### src/rtl/shift_pkg.sv
// Shared encodings and helpers for the multi-cycle shift/rotate unit.
package shift_pkg;

    localparam logic [2:0] SH_NOP  = 3'b000;
    localparam logic [2:0] SH_LOAD = 3'b001;
    localparam logic [2:0] SH_SLL  = 3'b010;
    localparam logic [2:0] SH_SRL  = 3'b011;
    localparam logic [2:0] SH_SRA  = 3'b100;
    localparam logic [2:0] SH_ROL  = 3'b101;
    localparam logic [2:0] SH_ROR  = 3'b110;
    localparam logic [2:0] SH_RSVD = 3'b111;

    typedef enum logic {
        S_IDLE,
        S_SHIFT
    } state_e;

    // Width of the shift-amount port; never below one bit.
    function automatic int unsigned shamt_width(input int unsigned width);
        return (width > 1) ? $clog2(width) : 1;
    endfunction

endpackage

### src/rtl/shift_step.sv
// Combinational single-step shifter: applies one shift/rotate op by k (0..STEP) positions.
module shift_step
    import shift_pkg::*;
#(
    parameter int unsigned WIDTH = 32,
    parameter int unsigned STEP  = 1,
    parameter int unsigned KW    = $clog2(STEP + 1)
) (
    input  logic [2:0]       op,
    input  logic [WIDTH-1:0] value,
    input  logic [KW-1:0]    k,
    output logic [WIDTH-1:0] result
);

    logic [2*WIDTH-1:0] rol_w;
    logic [2*WIDTH-1:0] ror_w;

    always_comb begin
        // Doubled operand turns a rotate into a plain shift plus slice.
        rol_w  = {value, value} << k;
        ror_w  = {value, value} >> k;
        result = value;
        case (op)
            SH_SLL:  result = value << k;
            SH_SRL:  result = value >> k;
            SH_SRA:  result = $signed(value) >>> k;
            SH_ROL:  result = rol_w[2*WIDTH-1:WIDTH];
            SH_ROR:  result = ror_w[WIDTH-1:0];
            default: result = value;
        endcase
    end

endmodule

### src/rtl/shift_reg_unit.sv
// Multi-cycle shift/rotate register with start/busy/done handshake.
// Shifts up to STEP positions per clock until the captured amount is consumed.
module shift_reg_unit
    import shift_pkg::*;
#(
    parameter int unsigned WIDTH   = 32,
    parameter int unsigned STEP    = 1,
    parameter int unsigned SHAMT_W = shamt_width(WIDTH)
) (
    input  logic               clk,
    input  logic               reset_n,
    input  logic               start,
    input  logic [2:0]         ShiftControl,
    input  logic [WIDTH-1:0]   data_in,
    input  logic [SHAMT_W-1:0] amount,
    output logic [WIDTH-1:0]   data_out,
    output logic               busy,
    output logic               done
);

    localparam int unsigned KW = $clog2(STEP + 1);

    state_e             state_q, state_d;
    logic [WIDTH-1:0]   data_q, data_d;
    logic [SHAMT_W-1:0] remaining_q, remaining_d;
    logic [2:0]         op_q, op_d;
    logic               busy_q, busy_d;
    logic               done_q, done_d;
    logic [KW-1:0]      k;
    logic [WIDTH-1:0]   step_out;

    shift_step #(
        .WIDTH (WIDTH),
        .STEP  (STEP),
        .KW    (KW)
    ) u_step (
        .op     (op_q),
        .value  (data_q),
        .k      (k),
        .result (step_out)
    );

    always_comb begin
        if (32'(remaining_q) >= STEP) begin
            k = KW'(STEP);
        end else begin
            k = KW'(remaining_q);
        end
    end

    always_comb begin
        state_d     = state_q;
        data_d      = data_q;
        remaining_d = remaining_q;
        op_d        = op_q;
        busy_d      = busy_q;
        done_d      = 1'b0;
        case (state_q)
            S_IDLE: begin
                if (start) begin
                    case (ShiftControl)
                        SH_LOAD: begin
                            data_d = data_in;
                            done_d = 1'b1;
                        end
                        SH_SLL, SH_SRL, SH_SRA, SH_ROL, SH_ROR: begin
                            data_d = data_in;
                            if (amount == '0) begin
                                done_d = 1'b1;
                            end else begin
                                op_d        = ShiftControl;
                                remaining_d = amount;
                                busy_d      = 1'b1;
                                state_d     = S_SHIFT;
                            end
                        end
                        default: ;
                    endcase
                end
            end
            S_SHIFT: begin
                data_d      = step_out;
                remaining_d = remaining_q - SHAMT_W'(k);
                if (remaining_d == '0) begin
                    busy_d  = 1'b0;
                    done_d  = 1'b1;
                    state_d = S_IDLE;
                end
            end
            default: state_d = S_IDLE;
        endcase
    end

    always_ff @(posedge clk or negedge reset_n) begin
        if (!reset_n) begin
            state_q     <= S_IDLE;
            data_q      <= '0;
            remaining_q <= '0;
            op_q        <= SH_NOP;
            busy_q      <= 1'b0;
            done_q      <= 1'b0;
        end else begin
            state_q     <= state_d;
            data_q      <= data_d;
            remaining_q <= remaining_d;
            op_q        <= op_d;
            busy_q      <= busy_d;
            done_q      <= done_d;
        end
    end

    assign data_out = data_q;
    assign busy     = busy_q;
    assign done     = done_q;

endmodule

### config.mk
export PLATFORM = sky130hd
export DESIGN_NAME = shift_reg_unit
export DESIGN_NICKNAME = d
export VERILOG_FILES = /design/src/rtl/shift_pkg.sv /design/src/rtl/shift_step.sv /design/src/rtl/shift_reg_unit.sv
export SDC_FILE = /design/constraint.sdc
export NUM_CORES = 1
export LEC_CHECK = 0
export ABC_AREA = 1
export CAP_MARGIN = 5
export CORE_MARGIN = 10
export CORE_UTILIZATION = 43
export DETAILED_ROUTE_END_ITERATION = 8
export MAX_ROUTING_LAYER = met4
export PLACE_DENSITY = 0.73
export SLEW_MARGIN = 0
export SYNTH_ARGS = -nofsm -noshare
export SYNTH_HDL_FRONTEND = slang
export SYNTH_SLANG_ARGS = --single-unit
### constraint.sdc
create_clock -name clk -period 1.9 [get_ports clk]
set_clock_uncertainty 0.15 [all_clocks]
set_input_delay 0.285 -clock clk [delete_from_list [all_inputs] [get_ports clk]]
set_output_delay 0.285 -clock clk [all_outputs]
set_load 0.01 [all_outputs]
==> impl_metrics.env <==
export IMPL_route_met2_wl_mm=4.47
export IMPL_setup_viol=0
export IMPL_synth_cell_types=28
export IMPL_setup_tns_ns=0
export IMPL_io_pins=77
export IMPL_firstDrtPassIters=4
export IMPL_rsz0062_at_grt="no"
export IMPL_regArea_mm2=0.00108
export IMPL_most_common_layout_cells="nand2_1, nor2_1, inv_1"
export IMPL_antenna_found_initial=0
export IMPL_final_instance_count_excl_fill=733
export IMPL_fin_crit_sh=0.925
export IMPL_gp_congestion=0.857
export IMPL_comb_power_share=0.719
export IMPL_sequentialPowerShare=0.208
export IMPL_syn_area_mm2=0.00324
export IMPL_drt_iter0_drc=150
export IMPL_yosysSeqAreaShare=0.333
export IMPL_highest_layer="met4"
export IMPL_grt_pass1_wl_mm=15.4
export IMPL_leakagePower_nw=2.37
export IMPL_switchingPower_mw=4.47
export IMPL_reg2reg_depth=9
export IMPL_num_vias=3490
export IMPL_r2r_setup_slack_ns=0.17
export IMPL_max_clock_freq_mhz=569
export IMPL_start_kind="register"
export IMPL_grt_use_total=0.162
export IMPL_numCtsBuffers=5
export IMPL_slew_viol_final=0
export IMPL_power_internal_mw=4.51
export IMPL_postPlaceCellArea_mm2=0.00418
export IMPL_total_power_mw=8.97
export IMPL_wl_met3_um=457
export IMPL_coreArea_mm2=0.00729
export IMPL_whs_ns=0.373
export IMPL_worst_slack_ns=0.142
export IMPL_final_core_util=0.595
export IMPL_drive_above_1_share=0.0899
export IMPL_die_w_um=107
export IMPL_cts_path_max_buffers=2
export IMPL_synth_ff_type="dfrtp_1"
export IMPL_swShare=0.498
export IMPL_num_antenna_cells=0
export IMPL_m1WireLength_mm=4.14
export IMPL_preCtsSetupSlack_ns=-0.0211
export IMPL_synth_seq_cells=43
export IMPL_yosysWarningCount=0
export IMPL_power_density_mw_per_mm2=2070
export IMPL_reg2reg_to="data_out[30]"
export IMPL_wl_per_cell_um=12.4
export IMPL_drt_total_wl_mm=9.10
export IMPL_cp_num_cells=1
export IMPL_syn_num_nets=591
export IMPL_synthCells=547
export IMPL_hold_class="register to register"
export IMPL_power_frac_clock=0.073
export IMPL_vdd_drop_max_v=0.000803
export IMPL_port_buffers=76
export IMPL_cp_end_kind="output port"
export IMPL_required_ns=1.46
export IMPL_start_util=0.444
export IMPL_place_detailed_hpwl_mm=6.95
export IMPL_synth_top_area_frac=0.333
export IMPL_worst_pin_slew_ns=0.601
export IMPL_outcome="finished clean"
export IMPL_final_hold_viol_count=0
export IMPL_synth_area_leaders="dfrtp_1, nand2_1, nor2_1"
export IMPL_path_clk_slew_ns=0.08
export IMPL_grt_overflow=0
export IMPL_cts_sinks=43
export IMPL_yosys_area_top_type="dfrtp_1"
export IMPL_nNetsFinal=677
export IMPL_timing_rr_start="remaining_q[4]"
export IMPL_relSlewSlack=0.600
export IMPL_criticalPathCategory="register to output port"
export IMPL_die_y_um=107
export IMPL_grt_pass1_vias=3464
export IMPL_drc=0
export IMPL_path_buf_inv=1
export IMPL_placementRows=31
export IMPL_h_tree_depth=2
export IMPL_die_area_mm2=0.0114
export IMPL_synth_edff_count=0
export IMPL_fin_area_mm2=0.00434
export IMPL_worstPathCellList="clkdlybuf4s50_1"
export IMPL_slowest_delay_ns=0.60
export IMPL_cts_tree="yes"
export IMPL_path_max_fanout=5
export IMPL_startpoint="data_out[0]"
export IMPL_area_growth_pct=34.0
export IMPL_placedCellCount=721
export IMPL_mostFrequentLayoutCell="nand2_1"
export IMPL_multi_input_area_mm2=0.00171
export IMPL_ant_nets=0
export IMPL_maxCapViolCount=0
export IMPL_arrival_ns=1.32
export IMPL_crit_family="buffers and inverters"
export IMPL_clk_latency_ns=0.30
export IMPL_syn_avg_cell_area_um2=5.92
export IMPL_nFillCells=715
export IMPL_cts_root_buf="clkbuf_8"
export IMPL_crit_end="data_out[0]"
export IMPL_synthArstFlopShare=1.00
export IMPL_slowest_stage="clkdlybuf4s50_1"
export IMPL_fin_crit_ns=1.76
export IMPL_grt_max_degree=32
export IMPL_vias_per_cell=4.76
final cells by class:
type                       count  share of cell area
sequential                    43               0.248
tap                           99              0.0286
multi-input combinational    397               0.395
inverter                      81              0.0707
clock buffer                   8              0.0231
timing repair buffer         105               0.235
logic make-up (layout without fill, tap and decap cells):
group	Yosys count	in the layout	synth area share
XOR/XNOR	2	2	0.00541
adder cells (fa/ha/maj)	1	1	0.00387
buffers and inverters	107	194	0.146
flip-flops	43	43	0.333
AND/OR/NAND/NOR	315	315	0.387
AO/OA/AOI/OAI	79	79	0.125
power groups by stage:
stage / combinational, mW / sequential (mW) / clock (mW)
floorplan: 4.18 / 1.97 / 0
global placement: 6.16 / 1.87 / 0
global route: 7.37 / 1.94 / 0.710
detailed placement: 6.34 / 1.88 / 0
finish: 6.45 / 1.87 / 0.656
CTS: 6.37 / 1.86 / 0.674
worst min path at each step:
stage,from,end,slack [ns],cells past startpoint
after floorplan,reset_n,busy,-0.16,0
after global placement,reset_n,data_out[20],0.16,1
after detailed placement,reset_n,data_out[20],0.18,1
after CTS,busy,busy,0.38,2
after global routing,remaining_q[4],remaining_q[4],0.41,2
final,busy,busy,0.37,2
per-layer routing:
layer / global-route usage / vias up
met3: 0.0383 / 4
met2: 0.277 / 81
met4: 0.0397 / 0
met5: - / -
met1: 0.188 / 1581
li1: - / 1824
synth_stat cells (3+ instances only):
cell type    n
inv_1       78
buf_4        4
nor2_1     106
buf_6        5
o21ai_0      9
dfrtp_1     43
nand3_1      9
nand2_1    185
nand4_1      3
o21ai_1      8
buf_2       12
a21oi_1     59
clkbuf_1     3
nand2_2      4
registers in the layout, summed over array words and instances, names as in the netlist:
register / count
op_q: 3
done: 1
busy: 1
data_out: 32
remaining_q: 5
state_q: 1
what timing repair did:
action,4_1_cts,5_1_grt
setup endpoints to repair,0,9
buffers inserted,0,3
hold buffers,1,0
hold endpoints to repair,23,0
resized for setup,0,10
No activity file was read; power rests on OpenSTA's default activity.
==> variant 1: new RTL, same flow settings <==
The output `done` loses its register stage (`done_q` becomes a continuous assignment).
--- a/src/rtl/shift_reg_unit.sv
+++ b/src/rtl/shift_reg_unit.sv
@@ -98,16 +98,16 @@
             remaining_q <= '0;
             op_q        <= SH_NOP;
             busy_q      <= 1'b0;
-            done_q      <= 1'b0;
         end else begin
             state_q     <= state_d;
             data_q      <= data_d;
             remaining_q <= remaining_d;
             op_q        <= op_d;
             busy_q      <= busy_d;
-            done_q      <= done_d;
         end
     end
+
+    assign done_q = done_d;
 
     assign data_out = data_q;
     assign busy     = busy_q;
Check against the original RTL: not equivalent (Yosys sat finds a counterexample within 4 cycles, from zero or initial values and one cycle with reset_n low).
==> variant 1 against the unedited design <==
The run now ends with setup timing left; critical path depth increased by 9; worst setup slack got worse by 0.50 ns; cell area is essentially flat; power is 0.51% lower; highest routed layer unchanged; sequential cell count down 1; die area shrank 0.63%; wire length shrank 2.5%; critical path type unchanged; synthesized area down 0.77%.
==> variant 1: results (changes against the unedited design) <==
{
  "detail_placement_hpwl": {"value": 6564, "unit": "um", "change": "-5.6%"},
  "overall_fraction_of_global_route_tracks_in_use": {"value": 16.17, "unit": "%", "change": "-0.040 points"},
  "postRouteWirelength": {"value": 8869, "unit": "um", "change": "-2.5%"},
  "worst_setup_path_endpoint": {"value": "done"},
  "worst_ir_drop_vdd": {"value": 836.0, "unit": "uV", "change": "+4.1%"},
  "reg2reg_to": {"value": "data_out[5]$_DFFE_PN0P_"},
  "gp_routability_congestion": {"value": 0.8404, "change": "-1.9%"},
  "min-delay-path-class": {"value": "reg -> reg"},
  "post_synth_main_area_contributors": {"value": "dfrtp_1 33%, nand2_1 22%, nor2_1 12%, a21oi_1 9.2%, inv_1 9.1%"},
  "first_global_vias": {"value": 3393, "change": "-2.0%"},
  "synth_commonest_cells": {"value": "185 x nand2_1, 106 x nor2_1, 78 x inv_1"},
  "finish.net_count": {"value": 684, "change": "+1.0%"},
  "use_met1": {"value": 19.36, "unit": "%", "change": "+0.59 points"},
  "synth-compound-area-share": {"value": 12.59, "unit": "%", "change": "+0.097 points"},
  "crit-reg2reg-launch": {"value": "state_q$_DFF_PN0_"},
  "synth-seq-area-share": {"value": 32.74, "unit": "%", "change": "-0.52 points"},
  "violations": {"value": "setup timing"},
  "worst_slew_margin_rel": {"value": 63.16, "unit": "%", "change": "+3.2 points"},
  "worst_ep_arrival_time": {"value": 1.82, "unit": "ns", "change": "+0.50 ns"},
  "run_status": {"value": "complete, but fails checks"},
  "synth_xor_xnor_area_share": {"value": 0.5456, "unit": "%", "change": "+0.0042 points"},
  "worst-r2r-cell-count": {"value": 6, "change": "-3"},
  "worstSetupStartpoint": {"value": "remaining_q[4]$_DFFE_PN0P_"},
  "reg2reg_slack": {"value": 0.04, "unit": "ns", "change": "-0.13 ns"},
  "gr-usage-met2": {"value": 26.86, "unit": "%", "change": "-0.84 points"},
  "power.internal": {"value": 0.004451, "unit": "W", "change": "-1.2%"},
  "setup_viol_count_final": {"value": 1, "change": "+1"},
  "worst_slack": {"value": -0.3545, "unit": "ns", "change": "-0.4967 ns"},
  "synth-adder-area-share": {"value": 0.3897, "unit": "%", "change": "+0.0030 points"},
  "via_per_inst": {"value": 4.682, "change": "-1.7%"},
  "detail_route.iter0.violations": {"value": 137, "change": "-8.7%"},
  "post_route_cells_drive_above_1_share": {"value": 10.00, "unit": "%", "change": "+1.0 points"},
  "total_leakage_power": {"value": 2.379, "unit": "nW", "change": "+0.59%"},
  "grt_max_degree": {"value": 43, "change": "+34%"},
  "slowest_delay": {"value": 0.41, "unit": "ns", "change": "-0.19 ns"}
}
## variant 1: through the flow
| stage | setup slack, ns | instances | area [um^2] | hold slack [ns] | setup TNS (ns) |
|---|---|---|---|---|---|
| finish | -0.3545 | 739 | 4333 | 0.3822 | -0.3545 |
| global route | -0.4998 | 739 | 4333 | 0.3938 | -1.593 |
| CTS | -0.4163 | 736 | 4278 | 0.3765 | -0.4163 |
| detailed placement | -0.5059 | 725 | 4172 | 0.2510 | -5.334 |
| global placement | -0.4676 | 725 | 4172 | 0.2444 | -3.965 |
| floorplan | 0.0003342 | 546 | 3219 | -0.1606 | 0 |
## variant 1: area by class of cell
cell class	instances	area [um^2]
inverter	81	306.5
fill	720	2920
clock buffer	7	76.32
multi-input combinational	397	1724
sequential	42	1051
timing repair buffer	113	1051
tap	99	123.9
## variant 1: power by group through the flow
stage          clock network (W)  logic, W  registers (W)
2_1_floorplan                  0   0.00420        0.00195
3_3_place_gp                   0   0.00623        0.00182
3_5_place_dp                   0   0.00638        0.00183
4_1_cts                 0.000580   0.00645        0.00181
5_1_grt                 0.000601   0.00754        0.00189
6_report                0.000551   0.00656        0.00181
## variant 1: metal layers
metal / vias to the layer above / wire [um]
met5: - / 0
met4: 0 / 93
met3: 9 / 506
met2: 88 / 4265
met1: 1526 / 4005
li1: 1837 / -
## variant 1: repair_timing
action / 4_1_cts / 5_1_grt
setup endpoints to repair: 1 / 28
endpoints found under the hold margin: 42 / 0
buffers inserted: 3 / 3
hold buffers: 1 / 0
resized for setup: 5 / 9
pin swaps: 5 / 7
## variant 1: cells by family after synthesis
logic type               count (synthesis)
AO/OA/AOI/OAI                           79
buffers and inverters                  107
XOR/XNOR                                 2
adder cells (fa/ha/maj)                  1
flip-flops                              42
AND/OR/NAND/NOR                        315
## variant 1: critical path, delay by kind of cell, from the launching register on
family | cells | cell delay, ns
XOR/XNOR | 1 | 0.16
AND/OR/NAND/NOR | 5 | 0.48
buffers and inverters | 2 | 0.19
adder cells (fa/ha/maj) | 1 | 0.15
flip-flops | 1 | 0.41
AO/OA/AOI/OAI | 1 | 0.13
## variant 1: worst min-delay path by stage
stage,start,end
final,data_out[3]$_DFFE_PN0P_,data_out[3]$_DFFE_PN0P_
after global routing,data_out[3]$_DFFE_PN0P_,data_out[3]$_DFFE_PN0P_
after CTS,data_out[3]$_DFFE_PN0P_,data_out[3]$_DFFE_PN0P_
after floorplan,reset_n,busy$_DFFE_PN0P_
after detailed placement,reset_n,data_out[20]$_DFFE_PN0P_
after global placement,reset_n,data_out[20]$_DFFE_PN0P_
==> variant 2: new RTL, config.mk and constraints unchanged <==
Made on the original files. `WIDTH` is set to 32 in 2 places; all go to 48.
--- a/src/rtl/shift_step.sv
+++ b/src/rtl/shift_step.sv
@@ -2,7 +2,7 @@
 module shift_step
     import shift_pkg::*;
 #(
-    parameter int unsigned WIDTH = 32,
+    parameter int unsigned WIDTH = 48,
     parameter int unsigned STEP  = 1,
     parameter int unsigned KW    = $clog2(STEP + 1)
 ) (
--- a/src/rtl/shift_reg_unit.sv
+++ b/src/rtl/shift_reg_unit.sv
@@ -3,7 +3,7 @@
 module shift_reg_unit
     import shift_pkg::*;
 #(
-    parameter int unsigned WIDTH   = 32,
+    parameter int unsigned WIDTH   = 48,
     parameter int unsigned STEP    = 1,
     parameter int unsigned SHAMT_W = shamt_width(WIDTH)
 ) (
Ports: changed (resized amount, data_in and data_out); port bits go from 77 to 110. The function was not compared with the original's and may differ.
==> variant 2 against the unedited design <==
The flow now finishes with violations (setup timing); worst setup slack worse by 0.20 ns; power up 38%; die area up 31%; non-clock buffer count up 49; synthesized area up 39%; cell area up 45%; sequential power up 37%; sequential cell count up 17; clock power up 97%; highest routed layer unchanged; wire length up 45%.
==> variant 2: results (changes against the unedited design) <==
{
  "slowest_delay": {"value": 0.40, "unit": "ns", "change": "-0.20 ns"},
  "worst_slack": {"value": -0.05495, "unit": "ns", "change": "-0.1972 ns"},
  "routed_wire_length_per_instance": {"value": 12.52, "unit": "um", "change": "+0.89%"},
  "gr-usage-met2": {"value": 29.04, "unit": "%", "change": "+1.3 points"},
  "detail_placement_hpwl": {"value": 9701, "unit": "um", "change": "+40%"},
  "setup_viol_count_final": {"value": 3, "change": "+3"},
  "use_met1": {"value": 21.27, "unit": "%", "change": "+2.5 points"},
  "synth.lib_cells_used.distinct": {"value": 25, "change": "-11%"},
  "reg2reg_to": {"value": "state_q$_DFF_PN0_"},
  "synth-compound-area-share": {"value": 11.48, "unit": "%", "change": "-1.0 points"},
  "detailroute.via_count": {"value": 4984, "change": "+43%"},
  "numCtsBuffers": {"value": 9, "change": "+4"},
  "detail_route.iter0.violations": {"value": 318, "change": "+110%"},
  "violations": {"value": "setup timing"},
  "numPlacedInstances": {"value": 1021, "change": "+42%"},
  "worstSetupStartpoint": {"value": "remaining_q[3]$_DFFE_PN0P_"},
  "dr_wl_met2": {"value": 6247, "unit": "um", "change": "+40%"},
  "synth_commonest_cells": {"value": "286 x nand2_1, 155 x nor2_1, 108 x inv_1"},
  "drt_pass1_iterations": {"value": 5, "change": "+1"},
  "total_leakage_power": {"value": 3.470, "unit": "nW", "change": "+47%"},
  "min-delay-path-class": {"value": "in -> async"},
  "worst_ep_arrival_time": {"value": 2.01, "unit": "ns", "change": "+0.69 ns"},
  "post_synth_main_area_contributors": {"value": "dfrtp_1 33%, nand2_1 24%, nor2_1 13%, a21oi_1 10%, inv_1 9.0%"},
  "gp_routability_congestion": {"value": 0.8308, "change": "-3.0%"},
  "wire_length_of_the_first_global_routing_pass": {"value": 21560, "unit": "um", "change": "+40%"},
  "port_buffers": {"value": 109, "change": "+43%"},
  "post_route_cells_drive_above_1_share": {"value": 8.852, "unit": "%", "change": "-0.14 points"},
  "synth-seq-area-share": {"value": 33.44, "unit": "%", "change": "+0.18 points"},
  "via_per_inst": {"value": 4.742, "change": "-0.40%"},
  "run_status": {"value": "complete, but fails checks"},
  "first_global_vias": {"value": 4777, "change": "+38%"}
}
variant 2: cell count changes after synthesis, moves of 5 or more:
cell      before  now
a21oi_1       59   90
nor2_1       106  155
buf_4          4   10
dfrtp_1       43   60
nand2_1      185  286
inv_1         78  108
buf_6          5    0
clkbuf_1       3   16
nand3_1        9   16
variant 2: cell families after synthesis:
group / Yosys count
xor gates and xnor gates: 2
DFF: 60
and+or+nand+nor: 467
buffers and inverters: 153
adders and majority gates: 2
AOI/OAI and AO/OA: 102
variant 2: final cells by class:
| cell class | instances | area (um^2) |
|---|---|---|
| clock buffer | 11 | 141.4 |
| inverter | 112 | 425.4 |
| sequential | 60 | 1503 |
| timing repair buffer | 154 | 1543 |
| multi-input combinational | 573 | 2419 |
| clock inverter | 5 | 75.07 |
| tap | 136 | 170.2 |
| fill | 1008 | 3955 |
variant 2: worst max-delay path: cells and delay by family (launching register included):
family,cells,cell delay [ns]
xor gates and xnor gates,1,0.14
adders and majority gates,1,0.16
buffers and inverters,2,0.13
DFF,1,0.40
and+or+nand+nor,6,0.85
variant 2: metrics by stage:
step           power [W]  instance area, um^2  setup TNS (ns)  setup WS [ns]
6_report         0.01236                 6276         -0.1318       -0.05495
5_1_grt          0.01366                 6276         -0.4001        -0.1457
4_1_cts          0.01225                 6212       -0.005416      -0.003739
3_5_place_dp     0.01072                 5916        -0.06931       -0.03962
3_3_place_gp     0.01046                 5916               0       0.007341
2_1_floorplan   0.007765                 4519        -0.01053       -0.01053
variant 2: report_power, final:
part           total [W]  internal [W]  switching, W
clock            0.00129      0.000769      0.000526
combinational    0.00851       0.00379       0.00472
sequential       0.00256       0.00199      0.000564
total             0.0124       0.00655       0.00580
